==> src/rtl/strontium_mem_pkg.sv <==
// Shared types and constants for the instruction/data memory port arbiter.
// Latency: n/a (types only).
// Backpressure: n/a (types only).
package strontium_mem_pkg;

    // Arbiter FSM states.
    typedef enum logic [1:0] {
        IDLE    = 2'd0,
        ISSUE   = 2'd1,
        WAIT_RD = 2'd2,
        ERROR   = 2'd3
    } arb_state_e;

    // Which requester owns the in-flight transaction.
    typedef enum logic {
        GRANT_I = 1'b0,
        GRANT_D = 1'b1
    } grant_e;

    localparam int DEFAULT_MEM_TIMEOUT = 16;
    localparam int TMO_CNT_W           = 16;

endpackage

==> src/rtl/arb_timeout_counter.sv <==
// Counts read-wait cycles and flags when the limit is reached without data.
// Latency: expired is combinational in the cycle the count reaches limit.
// Backpressure: none; clear has priority over run.
// Ports: clk, reset (async active-low), clear, run, limit, expired.
module arb_timeout_counter
    import strontium_mem_pkg::*;
#(
    parameter int W = TMO_CNT_W
) (
    input  logic         clk,
    input  logic         reset,
    input  logic         clear,
    input  logic         run,
    input  logic [W-1:0] limit,
    output logic         expired
);

    logic [W-1:0] cnt_q;
    logic [W-1:0] cnt_d;

    always_comb begin
        cnt_d = cnt_q;
        if (clear) begin
            cnt_d = '0;
        end else if (run) begin
            cnt_d = cnt_q + W'(1);
        end
    end

    always_ff @(posedge clk or negedge reset) begin
        if (!reset) begin
            cnt_q <= '0;
        end else begin
            cnt_q <= cnt_d;
        end
    end

    // The limit-th consecutive running cycle is the one that expires.
    assign expired = run && (cnt_q == (limit - W'(1)));

endmodule

==> src/rtl/mem_port_arbiter.sv <==
// Shares one single-ported memory between instruction fetch and data access,
// one transaction outstanding at a time; i_done/d_done are one-cycle pulses.
// Latency: read >= 3 cycles request-to-done, write >= 2; mem_ready stalls ISSUE,
// pause holds the core while any request is pending; a read with no mem_rvalid
// for MEM_TIMEOUT cycles locks into ERROR (err sticky) until reset.
// Ports: clk, reset (async active-low, released synchronously upstream);
//   i_req/i_addr -> i_done/i_rdata; d_req/d_we/d_addr/d_wdata -> d_done/d_rdata;
//   mem_req/mem_we/mem_addr/mem_wdata <- mem_ready/mem_rvalid/mem_rdata; pause, err.
// Option: define MEM_ARB_ROUND_ROBIN_EN to alternate contested grants
//   (otherwise data side always wins a contest).
module mem_port_arbiter
    import strontium_mem_pkg::*;
#(
    parameter int MEM_TIMEOUT = DEFAULT_MEM_TIMEOUT
) (
    input  logic        clk,
    input  logic        reset,
    input  logic        i_req,
    input  logic [31:0] i_addr,
    output logic        i_done,
    output logic [31:0] i_rdata,
    input  logic        d_req,
    input  logic        d_we,
    input  logic [31:0] d_addr,
    input  logic [31:0] d_wdata,
    output logic        d_done,
    output logic [31:0] d_rdata,
    output logic        mem_req,
    output logic        mem_we,
    output logic [31:0] mem_addr,
    output logic [31:0] mem_wdata,
    input  logic        mem_ready,
    input  logic        mem_rvalid,
    input  logic [31:0] mem_rdata,
    output logic        pause,
    output logic        err
);

    localparam logic [TMO_CNT_W-1:0] TMO_LIMIT = TMO_CNT_W'(MEM_TIMEOUT);

    arb_state_e  state_q, state_d;
    grant_e      grant_q, grant_d;
    grant_e      pick;
    logic        mem_req_q, mem_req_d;
    logic        mem_we_q, mem_we_d;
    logic [31:0] mem_addr_q, mem_addr_d;
    logic [31:0] mem_wdata_q, mem_wdata_d;
    logic [31:0] i_rdata_q, i_rdata_d;
    logic [31:0] d_rdata_q, d_rdata_d;
    logic        i_done_q, i_done_d;
    logic        d_done_q, d_done_d;
    logic        err_q, err_d;
    logic        tmo_expired;
`ifdef MEM_ARB_ROUND_ROBIN_EN
    grant_e      last_q, last_d;
`endif

    // A request whose done pulse is showing this cycle is already served;
    // the requester only drops it on the following edge.
    logic i_pend, d_pend;
    assign i_pend = i_req & ~i_done_q;
    assign d_pend = d_req & ~d_done_q;

    always_comb begin
        if (i_pend && d_pend) begin
`ifdef MEM_ARB_ROUND_ROBIN_EN
            pick = (last_q == GRANT_I) ? GRANT_D : GRANT_I;
`else
            pick = GRANT_D;
`endif
        end else if (d_pend) begin
            pick = GRANT_D;
        end else begin
            pick = GRANT_I;
        end
    end

    always_comb begin
        state_d     = state_q;
        grant_d     = grant_q;
        mem_req_d   = mem_req_q;
        mem_we_d    = mem_we_q;
        mem_addr_d  = mem_addr_q;
        mem_wdata_d = mem_wdata_q;
        i_rdata_d   = i_rdata_q;
        d_rdata_d   = d_rdata_q;
        i_done_d    = 1'b0;
        d_done_d    = 1'b0;
        err_d       = err_q;
`ifdef MEM_ARB_ROUND_ROBIN_EN
        last_d      = last_q;
`endif
        case (state_q)
            IDLE: begin
                if (i_pend || d_pend) begin
                    state_d   = ISSUE;
                    grant_d   = pick;
                    mem_req_d = 1'b1;
`ifdef MEM_ARB_ROUND_ROBIN_EN
                    last_d    = pick;
`endif
                    if (pick == GRANT_D) begin
                        mem_we_d    = d_we;
                        mem_addr_d  = d_addr;
                        mem_wdata_d = d_wdata;
                    end else begin
                        mem_we_d    = 1'b0;
                        mem_addr_d  = i_addr;
                        mem_wdata_d = '0;
                    end
                end
            end
            ISSUE: begin
                if (mem_ready) begin
                    mem_req_d = 1'b0;
                    if (mem_we_q) begin
                        // Only the data side issues writes.
                        d_done_d = 1'b1;
                        state_d  = IDLE;
                    end else begin
                        state_d  = WAIT_RD;
                    end
                end
            end
            WAIT_RD: begin
                if (mem_rvalid) begin
                    state_d = IDLE;
                    if (grant_q == GRANT_D) begin
                        d_rdata_d = mem_rdata;
                        d_done_d  = 1'b1;
                    end else begin
                        i_rdata_d = mem_rdata;
                        i_done_d  = 1'b1;
                    end
                end else if (tmo_expired) begin
                    state_d = ERROR;
                    err_d   = 1'b1;
                end
            end
            ERROR: begin
                mem_req_d = 1'b0;
            end
            default: begin
                state_d = IDLE;
            end
        endcase
    end

    always_ff @(posedge clk or negedge reset) begin
        if (!reset) begin
            state_q     <= IDLE;
            grant_q     <= GRANT_I;
            mem_req_q   <= 1'b0;
            mem_we_q    <= 1'b0;
            mem_addr_q  <= '0;
            mem_wdata_q <= '0;
            i_rdata_q   <= '0;
            d_rdata_q   <= '0;
            i_done_q    <= 1'b0;
            d_done_q    <= 1'b0;
            err_q       <= 1'b0;
        end else begin
            state_q     <= state_d;
            grant_q     <= grant_d;
            mem_req_q   <= mem_req_d;
            mem_we_q    <= mem_we_d;
            mem_addr_q  <= mem_addr_d;
            mem_wdata_q <= mem_wdata_d;
            i_rdata_q   <= i_rdata_d;
            d_rdata_q   <= d_rdata_d;
            i_done_q    <= i_done_d;
            d_done_q    <= d_done_d;
            err_q       <= err_d;
        end
    end

`ifdef MEM_ARB_ROUND_ROBIN_EN
    // Starts at instruction so the first contest goes to data.
    always_ff @(posedge clk or negedge reset) begin
        if (!reset) begin
            last_q <= GRANT_I;
        end else begin
            last_q <= last_d;
        end
    end
`endif

    arb_timeout_counter #(
        .W (TMO_CNT_W)
    ) u_tmo (
        .clk     (clk),
        .reset   (reset),
        .clear   (state_q != WAIT_RD),
        .run     ((state_q == WAIT_RD) && !mem_rvalid),
        .limit   (TMO_LIMIT),
        .expired (tmo_expired)
    );

    assign mem_req   = mem_req_q;
    assign mem_we    = mem_we_q;
    assign mem_addr  = mem_addr_q;
    assign mem_wdata = mem_wdata_q;
    assign i_rdata   = i_rdata_q;
    assign d_rdata   = d_rdata_q;
    assign i_done    = i_done_q;
    assign d_done    = d_done_q;
    assign err       = err_q;
    // err keeps the core held even if a requester later drops its request.
    assign pause     = (i_req & ~i_done_q) | (d_req & ~d_done_q) | err_q;

endmodule

==> config.mk <==
export PLATFORM = sky130hd
export DESIGN_NAME = mem_port_arbiter
export DESIGN_NICKNAME = d
export VERILOG_FILES = /design/src/rtl/strontium_mem_pkg.sv /design/src/rtl/arb_timeout_counter.sv /design/src/rtl/mem_port_arbiter.sv
export SDC_FILE = /design/constraint.sdc
export NUM_CORES = 1
export LEC_CHECK = 0
export ABC_AREA = 1
export ABC_CLOCK_PERIOD_IN_PS = 2009
export BUFFER_PORTS_ARGS = -buffer_cell sky130_fd_sc_hd__buf_2
export CAP_MARGIN = 20
export CORE_UTILIZATION = 36
export DETAILED_ROUTE_END_ITERATION = 7
export PLACE_DENSITY = 0.66
export SYNTH_ARGS = -nofsm -noshare
export SYNTH_HDL_FRONTEND = slang
export SYNTH_HIERARCHICAL = 1
export SYNTH_SLANG_ARGS = --single-unit
export TNS_END_PERCENT = 5
==> constraint.sdc <==
create_clock -name clk -period 2.01 [get_ports clk]
set_input_delay 0.1005 -clock clk [delete_from_list [all_inputs] [get_ports clk]]
set_output_delay 0.1005 -clock clk [all_outputs]
set_load 0.05 [all_outputs]
---- Word-level counts from Yosys, hierarchy flattened ----
Cells that the tools add are included.
word-level totals
  register bits after elaboration ......... 152
cells by class
  add/subtract/negate cells ............... 1
  equal/unequal tests ..................... 8
  muxes and demuxes ....................... 24
  bitwise gates (word level) .............. 8
  reductions and logical operators ........ 15
operator list
  operator                                         count
  2-to-1 mux 32 bit                                2
  2-to-1 mux 16 bit                                2
  adder 16 x 1 -> 16 bit (second input constant)   1
  == test 16 x 4 -> 1 bit (second input constant)  1
  2-to-1 mux 1 bit                                 12
  AND reduction 3 bit                              4
  2-to-1 mux 2 bit                                 5
  != test 2 bit (second input constant)            3
  one-hot mux 2 bit (3 select lines)               1
  nonzero test 3 bit                               2
  == test 2 bit (second input constant)            2
  NOT 1 bit                                        4
  AND reduction 4 bit                              1
  logical AND 1 bit                                3
  != test 3 bit (second input constant)            1
  one-hot mux 1 bit (3 select lines)               1
  AND 1 bit                                        2
  == test 2 x 1 -> 1 bit (second input constant)   1
  zero test 2 bit                                  1
  bitwise OR 1 bit                                 2
  one-hot mux 1 bit (2 select lines)               1
  AND reduction 2 bit                              1
  nonzero test 2 bit                               1
  zero test 1 bit                                  1
  logical OR 1 bit                                 1

---- Depth between registers and ports, before layout ----
  depth after elaboration ................. 6
  mapped depth ............................ 17
  depth with buffers taken out ............ 17

---- By module ----
Netlist, hierarchy kept.
by module, submodules not included
  module               times used  cells an instance  area an instance (sq um)  seq. area each (sq um)
  mem_port_arbiter     1           684                5776.8                    3403.3
  arb_timeout_counter  1           218                1473.9                    400.4

---- Least setup slack after synthesis ----
Ideal clock, no wire load.
  path type ............................... register -> register
  start point ............................. reg state_q[0]
  end point ............................... reg state_q[1]
  arrival time ............................ 1.876 ns
  setup slack ............................. 0.017 ns
  stages on the path, launching flop included .. 18
  period minus slack after synthesis ...... 1.993 ns
  path through ............................ dfrtp_1 > inv_1 > ha_1 > nand2_1 > inv_1 > nand3_1 > nor2_1 > nand2_1 > nor2_1 > nand3_1 > nor2_1 > nand3_1 > nor2_1 > nor2_1 > nor2_1 > nand2_1 > nand2_1 > nand2_1
on the way
  cells in the longest elaborated chain, start to end .. 5
  elaborated cells on any way between the ends .. 11
ends and longest elaborated chain
  element                               line                       RTL
  start: declaration                    mem_port_arbiter.sv:41     arb_state_e state_q, state_d;
  start signal: assignment              mem_port_arbiter.sv:163    state_q <= state_d;
  == test 2 bit                         mem_port_arbiter.sv:194    .run ((state_q == WAIT_RD) && !mem_rvalid),
  logical AND 1 bit                     mem_port_arbiter.sv:194
  logical AND 1 bit                     arb_timeout_counter.sv:39  assign expired = run && (cnt_q == (limit - W'(1)));
  via tmo_expired                       mem_port_arbiter.sv:53     logic tmo_expired;
  != test 3 bit (no source line)        --
  AND reduction 4 bit (no source line)  --
The timed path passes the listed nets, and every way through them passes these cells.
A chain may end at the register's enable or synchronous reset.

---- Worst setup path after layout ----
  start point ............................. reg state_q[0]
  end point ............................... reg err_q, in the netlist err
on the way
  cells in the longest elaborated chain, start to end .. 4
ends and longest elaborated chain
  element                               line                       RTL
  == test 2 bit                         mem_port_arbiter.sv:194
  logical AND 1 bit                     mem_port_arbiter.sv:194
  logical AND 1 bit                     arb_timeout_counter.sv:39
  via tmo_expired                       mem_port_arbiter.sv:53
  AND reduction 3 bit (no source line)  --
  end signal: assignment                mem_port_arbiter.sv:173    err_q <= err_d;
  end: declaration                      mem_port_arbiter.sv:52     logic err_q, err_d;
The timed path passes the listed nets, and every way through them passes these cells.

==> out/metrics.yaml <==
run_status: "finished clean"
grt_pass1_wl_um: 32300
met1_length_um: 9040
drt_first_pass_iters: 4
grt_max_degree: 64
synth_area_leader_cell: "dfrtp_1"
yosysWarnings: 6
yosysUniqueCellTypes: 36
rsz0062_at_grt: "yes"
ys_seq_area_share_pct: 52.5
io_buffers: 268
gp_congestion: 0.758
viasPerCell: 4.40
fin_crit_ns: 1.92
netlist_area_sq_um: 7250
die_h_um: 144
dr_total_vias: 7120
antenna_found_initial: 1
crit_chain: "inv_2, ha_4, nand2_4, inv_2, nand3_2, nor2_1, nand2_1, nor2_1, nand3_1, nor2_1, nand3_1, nor2_2, buf_4, buf_4, buf_4, nand3_1, nand2_1"
grt_pass1_vias: 6833
fmax_mhz: 520
finalSetupViolCount: 0
cp.required_ns: 2.36
synthTopCellsByArea: "dfrtp_1 52%, nand2_1 17%, o21ai_0 6.1%"
clk_pin_slew_worst_paths_ns: 0.07
start_util_pct: 37.0
critPathArrivalTime_ns: 2.28
wl_met2_um: 9880
wl_met3_um: 1210
drive_gt1_share_pct: 27.1
ant_nets: 0
post_dp_cell_area_sq_um: 9090
fin_nets: 1483
wl_per_cell_um: 12.7
leakagePower_nw: 6.10
avgSynthCellArea_sq_um: 8.04
slew_violations: 0
die_x_um: 144
die_area_sq_um: 20700
cts_tree: "yes"
pwr_density_cell_nw_per_um2: 1480
ys.flop_type: "dfrtp_1"
cp-start-kind: "flip-flop"
hp-class: "input pin to flip-flop"
drt_wl_total_um: 20600
finClkSkew_ns: 0.0107
hold_slack_ns: 0.0197
worstPathMaxFanout: 2
syn_inst: 902
ys_ff_latch: 152
cts_sinks: 152
drv_cap: 0
netlist.area_leader.share_pct: 52.5
numCtsBuffers: 17
htreeDepth: 4
final-hold-violation-count: 0
area_growth_syn_to_layout_pct: 51.4
crit_slowest_cell: "dfrtp_1"
cts-root-buf: "clkbuf_16"
stdcell_area_sq_um: 11000
synth.most_common_cell: "nand2_1"
core_area_sq_um: 19600
cp-end-kind: "flip-flop"
async_flop_share_pct: 100
finalCritPeriodShare_pct: 95.6
synth_edf_count: 0
critPathKind: "flip-flop to flip-flop"
ir_drop_mv: 1.03
max_stage_delay_ns: 0.39
grt_usage_pct: 19.8
drc: 0
overflow: 0
final.setup.tns_ns: 0
dr.max_layer_used: "met4"
drt_iter0_markers: 380
row_count: 51
worstSkewPairLatency_ns: 0.42
pin_count: 269
cts.path.max_buffers: 2
dp_hpwl_um: 13600
synth_common_cells: "332 x nand2_1, 152 x dfrtp_1, 106 x inv_1"
area by class of cell:
type	instances	area [sq um]
timing repair buffer	414	2800
tap	265	332
inverter	110	415
clock buffer	17	425
sequential	152	3800
antenna	1	2.50
multi-input combinational	645	3030
fill	1738	8610
clock inverter	15	174
power by group:
part	internal (mW)	leakage, nW	switching, mW
Combinational	1.95	3.85	6.17
Sequential	4.22	1.95	0.611
Clock	1.78	0.292	1.46
Total	7.95	6.10	8.24
sequential cells by signal, indices dropped and copies added (netlist names):
register / cells
mem_addr: 32
i_rdata: 32
mem_req: 1
d_done: 1
u_tmo/cnt_q: 16
i_done: 1
mem_we: 1
err: 1
state_q: 2
d_rdata: 32
mem_wdata: 32
grant_q: 1
metal layers:
layer,global-route usage [%],vias up
met5,0,-
met3,5.20,40
li1,-,3629
met1,24.6,3240
met4,7.89,0
met2,32.8,211
critical path, delay by kind of cell (launching register included):
family | cells | cell delay [ns]
adders and majority gates | 1 | 0.14
buffers and inverters | 5 | 0.45
and+or+nand+nor | 11 | 0.89
DFF | 1 | 0.39
cell usage in the layout, fill, tap and decap left out, drive strengths merged:
cell	n
a21o	1
xor2	10
buf	298
nor4	3
xnor2	6
bufinv	1
clkinvlp	1
nand3b	3
ha	8
xor3	1
nand3	58
diode	1
o21ai	108
clkinv	4
dlygate4sd3	116
nor3	8
nand2	338
nand4	5
inv	119
a21oi	13
clkbuf	17
nor2	37
conb	46
dfrtp	152
stage by stage:
| step | cells | util, % | power [mW] | setup slack (ns) |
|---|---|---|---|---|
| floorplan | 946 | - | 10.7 | 0.0169 |
| global placement | 1463 | 46.4 | 12.6 | 0.0466 |
| detailed placement | 1463 | 46.4 | 12.6 | 0.0308 |
| CTS | 1619 | 55.8 | 16.2 | 0.00496 |
| global route | 1618 | 56.0 | 17.1 | -0.150 |
| finish | 1619 | 56.0 | 16.2 | 0.0881 |
cell families after synthesis:
group | count (synthesis) | synth area share (%)
buffers and inverters | 149 | 8.89
adder cells (fa/ha/maj) | 8 | 1.38
AND/OR/NAND/NOR | 452 | 26.4
AO/OA/AOI/OAI | 122 | 8.51
other | 2 | 0.104
flip-flops | 152 | 52.5
XOR/XNOR | 17 | 2.26
final timing paths:
| kind | cells after the start | end | slack (ns) | from |
|---|---|---|---|---|
| max | 17 | err$_DFFE_PN0P_ | 0.09 | state_q[0]$_DFFE_PN0P_ |
| min | 5 | mem_addr[28]$_DFFE_PN0P_ | 0.02 | d_addr[28] |
| max reg2reg | 17 | err$_DFFE_PN0P_ | 0.09 | state_q[0]$_DFFE_PN0P_ |
| min reg2reg | 2 | mem_addr[15]$_DFFE_PN0P_ | 0.47 | mem_addr[15]$_DFFE_PN0P_ |
| max in group asynchronous | 3 | i_rdata[27]$_DFFE_PN0P_ | 1.14 | reset |
| min in group asynchronous | 2 | d_rdata[15]$_DFFE_PN0P_ | 0.21 | reset |
timing repair:
action,4_1_cts,5_1_grt
pin swaps,10,13
gates resized for setup,5,14
endpoints found under the setup margin,2,89
endpoints found under the hold margin,173,0
setup buffers,8,1
hold buffers,116,0
(Power assumes the default switching activity.)
